`src/rtl/i2c_xfer_seq.sv`:
```
// rtl/i2c_xfer_seq.sv - register-level transaction sequencer for the I2C byte master
//
// Expands one register write/read request into the master's
// START / WR / RESTART / RD / STOP command stream, pacing each command on the
// master's ready handshake, and reports completion, slave NACK or request error.
//
// Ports:
//   clk_i, rst_ni            clock, asynchronous active-low reset
//   req_i, rnw_i             request strobe (sampled in IDLE), 1 = read
//   saddr_i, reg_i           7-bit slave address, register address byte
//   len_i, wdata_i           data byte count (0..MAX_BYTES), write bytes (byte 0 first)
//   busy_o, done_o           transaction in progress, one-cycle completion pulse
//   nack_o, err_o            slave NACK seen, request rejected (len_i > MAX_BYTES)
//   rdata_o                  read bytes, byte 0 = first received
//   m_cmd_o, m_din_o, m_wr_o command, data and command strobe to the master
//   m_ready_i, m_done_i      master idle, master byte-complete tick
//   m_ack_i, m_dout_i        ACK bit (1 = NACK) and received byte, valid with m_done_i

module i2c_xfer_seq #(
    parameter int MAX_BYTES = 4,
    parameter int LW        = $clog2(MAX_BYTES + 1)
) (
    input  logic                   clk_i,
    input  logic                   rst_ni,
    input  logic                   req_i,
    input  logic                   rnw_i,
    input  logic [6:0]             saddr_i,
    input  logic [7:0]             reg_i,
    input  logic [LW-1:0]          len_i,
    input  logic [8*MAX_BYTES-1:0] wdata_i,
    output logic                   busy_o,
    output logic                   done_o,
    output logic                   nack_o,
    output logic                   err_o,
    output logic [8*MAX_BYTES-1:0] rdata_o,
    output logic [2:0]             m_cmd_o,
    output logic [7:0]             m_din_o,
    output logic                   m_wr_o,
    input  logic                   m_ready_i,
    input  logic                   m_done_i,
    input  logic                   m_ack_i,
    input  logic [7:0]             m_dout_i
);

    localparam logic [2:0] S_IDLE    = 3'd0;
    localparam logic [2:0] S_ISSUE   = 3'd1;
    localparam logic [2:0] S_WAIT_LO = 3'd2;
    localparam logic [2:0] S_WAIT_HI = 3'd3;
    localparam logic [2:0] S_DONE    = 3'd4;

    // Position within the command stream of the current transaction
    localparam logic [2:0] P_START   = 3'd0;
    localparam logic [2:0] P_ADDRW   = 3'd1;
    localparam logic [2:0] P_REG     = 3'd2;
    localparam logic [2:0] P_WDATA   = 3'd3;
    localparam logic [2:0] P_RESTART = 3'd4;
    localparam logic [2:0] P_ADDRR   = 3'd5;
    localparam logic [2:0] P_RD      = 3'd6;
    localparam logic [2:0] P_STOP    = 3'd7;

    localparam logic [2:0] C_START   = 3'b000;
    localparam logic [2:0] C_WR      = 3'b001;
    localparam logic [2:0] C_RD      = 3'b010;
    localparam logic [2:0] C_STOP    = 3'b011;
    localparam logic [2:0] C_RESTART = 3'b100;

    logic [2:0]             state_q;
    logic [2:0]             phase_q;
    logic                   rnw_q;
    logic [6:0]             saddr_q;
    logic [7:0]             reg_q;
    logic [LW-1:0]          len_q;
    logic [8*MAX_BYTES-1:0] wdata_q;
    logic [LW-1:0]          idx_q;
    logic [2:0]             cmd_q;
    logic [7:0]             din_q;

    logic [7:0] wbyte_c;
    logic       last_c;
    logic [2:0] cmd_c;
    logic [7:0] din_c;
    logic       is_wr_c;
    logic       ack_fail_c;

    always_comb begin
        wbyte_c = 8'h00;
        for (int k = 0; k < MAX_BYTES; k++) begin
            if (idx_q == LW'(k)) begin
                wbyte_c = wdata_q[8*k +: 8];
            end
        end
    end

    assign last_c = ((idx_q + LW'(1)) == len_q);

    always_comb begin
        cmd_c = C_START;
        din_c = 8'h00;
        case (phase_q)
            P_START:   cmd_c = C_START;
            P_ADDRW:   begin cmd_c = C_WR; din_c = {saddr_q, 1'b0}; end
            P_REG:     begin cmd_c = C_WR; din_c = reg_q; end
            P_WDATA:   begin cmd_c = C_WR; din_c = wbyte_c; end
            P_RESTART: cmd_c = C_RESTART;
            P_ADDRR:   begin cmd_c = C_WR; din_c = {saddr_q, 1'b1}; end
            P_RD:      begin cmd_c = C_RD; din_c = {7'd0, last_c}; end
            P_STOP:    cmd_c = C_STOP;
            default:   cmd_c = C_START;
        endcase
    end

    assign is_wr_c    = (phase_q == P_ADDRW) || (phase_q == P_REG) ||
                        (phase_q == P_WDATA) || (phase_q == P_ADDRR);
    assign ack_fail_c = m_done_i & is_wr_c & m_ack_i;

    // In ISSUE the command comes straight from the phase decode so it is valid
    // in the strobe cycle; the registered copy holds it until the next ISSUE.
    assign m_wr_o  = (state_q == S_ISSUE) & m_ready_i;
    assign m_cmd_o = (state_q == S_ISSUE) ? cmd_c : cmd_q;
    assign m_din_o = (state_q == S_ISSUE) ? din_c : din_q;

    always_ff @(posedge clk_i or negedge rst_ni) begin
        if (!rst_ni) begin
            state_q <= S_IDLE;
            phase_q <= P_START;
            rnw_q   <= 1'b0;
            saddr_q <= '0;
            reg_q   <= '0;
            len_q   <= '0;
            wdata_q <= '0;
            idx_q   <= '0;
            cmd_q   <= '0;
            din_q   <= '0;
            busy_o  <= 1'b0;
            done_o  <= 1'b0;
            nack_o  <= 1'b0;
            err_o   <= 1'b0;
            rdata_o <= '0;
        end else begin
            done_o <= 1'b0;
            case (state_q)
                S_IDLE: begin
                    if (req_i) begin
                        rnw_q   <= rnw_i;
                        saddr_q <= saddr_i;
                        reg_q   <= reg_i;
                        len_q   <= len_i;
                        wdata_q <= wdata_i;
                        idx_q   <= '0;
                        phase_q <= P_START;
                        rdata_o <= '0;
                        nack_o  <= 1'b0;
                        busy_o  <= 1'b1;
                        if (len_i > LW'(MAX_BYTES)) begin
                            err_o   <= 1'b1;
                            done_o  <= 1'b1;
                            state_q <= S_DONE;
                        end else begin
                            err_o   <= 1'b0;
                            state_q <= S_ISSUE;
                        end
                    end
                end

                S_ISSUE: begin
                    if (m_ready_i) begin
                        cmd_q   <= cmd_c;
                        din_q   <= din_c;
                        state_q <= S_WAIT_LO;
                    end
                end

                S_WAIT_LO, S_WAIT_HI: begin
                    // Byte results are taken in whichever wait cycle they arrive,
                    // including the one where ready rises, before the phase moves.
                    if (m_done_i) begin
                        if (ack_fail_c) begin
                            nack_o <= 1'b1;
                        end
                        if (phase_q == P_RD) begin
                            for (int k = 0; k < MAX_BYTES; k++) begin
                                if (idx_q == LW'(k)) begin
                                    rdata_o[8*k +: 8] <= m_dout_i;
                                end
                            end
                        end
                    end

                    if (state_q == S_WAIT_LO) begin
                        if (!m_ready_i) begin
                            state_q <= S_WAIT_HI;
                        end
                    end else if (m_ready_i) begin
                        if (phase_q == P_STOP) begin
                            done_o  <= 1'b1;
                            state_q <= S_DONE;
                        end else begin
                            state_q <= S_ISSUE;
                            if (nack_o || ack_fail_c) begin
                                phase_q <= P_STOP;
                            end else begin
                                case (phase_q)
                                    P_START: phase_q <= P_ADDRW;
                                    P_ADDRW: phase_q <= P_REG;
                                    P_REG: begin
                                        idx_q <= '0;
                                        // A zero-length read degenerates to a write
                                        // of no data bytes.
                                        if (len_q == '0) begin
                                            phase_q <= P_STOP;
                                        end else if (rnw_q) begin
                                            phase_q <= P_RESTART;
                                        end else begin
                                            phase_q <= P_WDATA;
                                        end
                                    end
                                    P_WDATA, P_RD: begin
                                        if (last_c) begin
                                            phase_q <= P_STOP;
                                        end else begin
                                            idx_q <= idx_q + LW'(1);
                                        end
                                    end
                                    P_RESTART: phase_q <= P_ADDRR;
                                    P_ADDRR: begin
                                        idx_q   <= '0;
                                        phase_q <= P_RD;
                                    end
                                    default: phase_q <= P_STOP;
                                endcase
                            end
                        end
                    end
                end

                S_DONE: begin
                    busy_o  <= 1'b0;
                    state_q <= S_IDLE;
                end

                default: state_q <= S_IDLE;
            endcase
        end
    end

endmodule
```
`config.mk`:
```
export PLATFORM = sky130hd
export DESIGN_NAME = i2c_xfer_seq
export DESIGN_NICKNAME = d
export VERILOG_FILES = /design/src/rtl/i2c_xfer_seq.sv
export SDC_FILE = /design/constraint.sdc
export NUM_CORES = 1
export LEC_CHECK = 0
export ABC_AREA = 1
export CAP_MARGIN = 20
export CORE_MARGIN = 3
export CORE_UTILIZATION = 46
export CTS_CLUSTER_SIZE = 24
export DETAILED_ROUTE_END_ITERATION = 8
export PLACE_DENSITY = 0.73
export SETUP_SLACK_MARGIN = 0.4
export SYNTH_ARGS = -nofsm -noshare
export SYNTH_HDL_FRONTEND = slang
export SYNTH_SLANG_ARGS = --single-unit
```
`constraint.sdc`:
```
create_clock -name clk_i -period 3.7 [get_ports clk_i]
set_input_delay 1.11 -clock clk_i [delete_from_list [all_inputs] [get_ports clk_i]]
set_output_delay 1.11 -clock clk_i [all_outputs]
set_load 0.01 [all_outputs]
```
==> results.ini <==
[run_status]
status=complete, no violations

[sta]
finalSetupTns_ns=0
slew_viol_final=0
fin_worst_skew_ns=0.00716
worst_pin_slew_ns=0.696
relSlewSlack_pct=53.5
setup_viol=0
rsz0062_at_grt=true
period_share_pct=87.5
min_period_ns=3.24
hold_violations=0
max_freq_mhz=309
whs_ns=0.476

[floorplan]
row_count=38
initial_core_util_pct=48.2
core-area_sq_mm=0.0111
dieArea_sq_mm=0.0129
dieWidth_um=114
io_pins=113
die_height_um=114

[placed_design]
gp_congestion=0.862
dp_hpwl_mm=9.78
port_buffers=112

[pwr]
p_clk_share_pct=18.1
power_leakage_uw=0.00357
p_per_area_mw_per_mm2=837
p_sw_uw=2430
swShare_pct=41.5
ir_worst_vdd_mv=0.599
p_int_uw=3420
power_uw=5850
power.share.sequential_pct=34.5
combPwrFrac_pct=47.5

[final_layout]
layout.nets=874
syn_to_final_growth_pct=30.9
final_common_cell=nand2_1
regArea_sq_mm=0.00268
fill_cells=967
antenna_cells=0
final_cell_mix=326 x nand2_1, 105 x dfrtp_1, 102 x clkdlybuf4s50_1, 41 x inv_1, 33 x nor2_1
multi_input_area_sq_mm=0.00234
drive_gt1_share_pct=14.1

[setup_path]
critPathSlowestCell=clkdlybuf4s50_1
r2r_cells=6
r2r-start=state_q[1]$_DFFE_PN0P_
r2r_slack_ns=1.80
start_kind=primary input
critPathMaxFanout=4
cp_cell_sequence=clkdlybuf4s50_1, inv_1, nor2_4, dlygate4sd2_1
cp.required_ns=2.59
r2r-end=wdata_q[24]$_DFFE_PN0P_
arrival_ns=2.13
max_stage_delay_ns=0.49
end_kind=output port
worstSetupPathType=in -> out

[clock_network]
path_clk_slew_ns=0.07
cts-root-buf=clkbuf_16
holdBufCountCts=0
cts.sinks=107
cts_tree=yes
insertion_delay_ns=0.36
cts_buffers=9
cts_buffer_depth=2
cts.htree.levels=3

[synth]
synth.area.mux_share_pct=0
synthCells=685
synth_xor_xnor_area_share_pct=0.164
ys_seq_area_share_pct=50.1
synth_compound_area_share_pct=9.86
ys_seq_elements=107
synthesis.area_sq_mm=0.00534
syn-num-nets=755
yosys.area_share.simple_pct=32.2
yosys_warnings=0
ys_types=30
syn_avg_cell_area_sq_um=7.80
synth_adder_area_share_pct=1.17
synth_top_family_by_area=simple AND/OR/NAND/NOR gates

[detailed_routing]
drc=0
drtAntennaViolNets=0
firstDrtPassIters=7
routed_via_density=5.02
drt-initial-drc-count=355
detail_route.wl_per_cell_um=14.4
vias=4765
routed_wl_mm=13.7

[grt]
grt_pass1_wl_mm=23.2
grtUsageMet3_pct=7.21
use_met2_pct=35.9
grtUsageTotal_pct=22.5
grt_antenna_before_repair=0
grt_overflow_total=0
grt_use_met1_pct=29.1
grt_pass1_vias=4866
busiest_layer=met2
grt_max_degree=51

[run]
drv_cap=0

[hold_path]
worstHoldEndpoint=wdata_q[3]$_DFFE_PN0P_
worstHoldPathCells=2
holdCritStartpoint=wdata_q[3]$_DFFE_PN0P_
hold_class=reg -> reg

==> layout make-up <==
type	instances	share of cell area, %
clock inverter	7	1.45
inverter	54	3.04
clock buffer	9	3.22
sequential	107	38.3
tap	140	2.51
multi-input combinational	502	33.4
timing repair buffer	130	18.0
==> metrics by stage <==
step / util [%] / cell area (sq um) / std cells / worst slack (ns)
2_1_floorplan: - / 5340 / 685 / 0.991
3_3_place_gp: 59.3 / 6570 / 923 / 0.182
3_5_place_dp: 59.3 / 6570 / 923 / 0.185
4_1_cts: 62.7 / 6950 / 943 / 0.150
5_1_grt: 63.1 / 6990 / 949 / 0.347
6_report: 63.1 / 6990 / 949 / 0.464
==> worst max path at each step <==
| stage | to | cells past startpoint | start | slack (ns) |
|---|---|---|---|---|
| finish | m_wr_o | 4 | m_ready_i | 0.46 |
| global placement | m_wr_o | 4 | m_ready_i | 0.18 |
| detailed placement | m_wr_o | 4 | m_ready_i | 0.19 |
| global route | m_din_o[2] | 14 | idx_q[1]$_DFFE_PN0P_ | 0.35 |
| CTS | m_din_o[4] | 14 | idx_q[0]$_DFFE_PN0P_ | 0.15 |
| floorplan | m_din_o[1] | 10 | idx_q[0]$_DFFE_PN0P_ | 0.99 |
==> logic make-up after synthesis <==
family,Yosys count
AND/OR/NAND/NOR,421
flip-flops,107
buffers and inverters,76
AO/OA/AOI/OAI,75
adder cells (fa/ha/maj),5
XOR/XNOR,1
==> flip-flops by register name, summed over array words and instances, names as in the netlist <==
signal,count
reg_q,8
idx_q,3
busy_o,1
nack_o,1
cmd_q,3
din_q,8
saddr_q,7
state_q,3
done_o,1
wdata_q,32
len_q,3
err_o,1
rnw_q,1
rdata_o,32
phase_q,3
==> routing by layer <==
metal / vias up / routed length (um)
met5: - / 0
met4: 0 / 287
met3: 21 / 971
met2: 135 / 6490
met1: 2246 / 5930
li1: 2363 / -
==> power groups by stage <==
stage          combinational (uW)  clock [uW]  sequential [uW]
2_1_floorplan                1750           0             2010
3_3_place_gp                 2610           0             2010
3_5_place_dp                 2670           0             2020
4_1_cts                      2740        1080             2010
5_1_grt                      3130        1120             2080
6_report                     2780        1060             2020
==> cells in the mapped netlist (all sizes together) <==
cell type	count	area, sq um
xnor2	1	8.76
a21boi	1	7.51
clkbuf	2	7.51
inv	53	201
nor2	43	206
a21oi	7	50.0
o211ai	2	28.8
o21ai	55	365
o31ai	2	15.0
dfrtp	107	2680
nand2	345	1350
a22oi	7	52.6
nor3	2	10.0
clkinv	1	3.75
buf	20	131
nand3	30	150
ha	5	62.6
o21a	1	7.51
nand4	1	6.26
==> critical path: cells and delay by family <==
family,cells,cell delay [ns]
buffers and inverters,3,0.88
and+or+nand+nor,1,0.13
==> timing repair <==
action | CTS | global route
pin swaps | 1 | 1
setup buffers | 4 | 6
endpoints found under the setup margin | 9 | 11
resized for setup | 18 | 14
endpoints found under the hold margin | 0 | 0
Note: power is estimated with default switching activity, not from simulation.
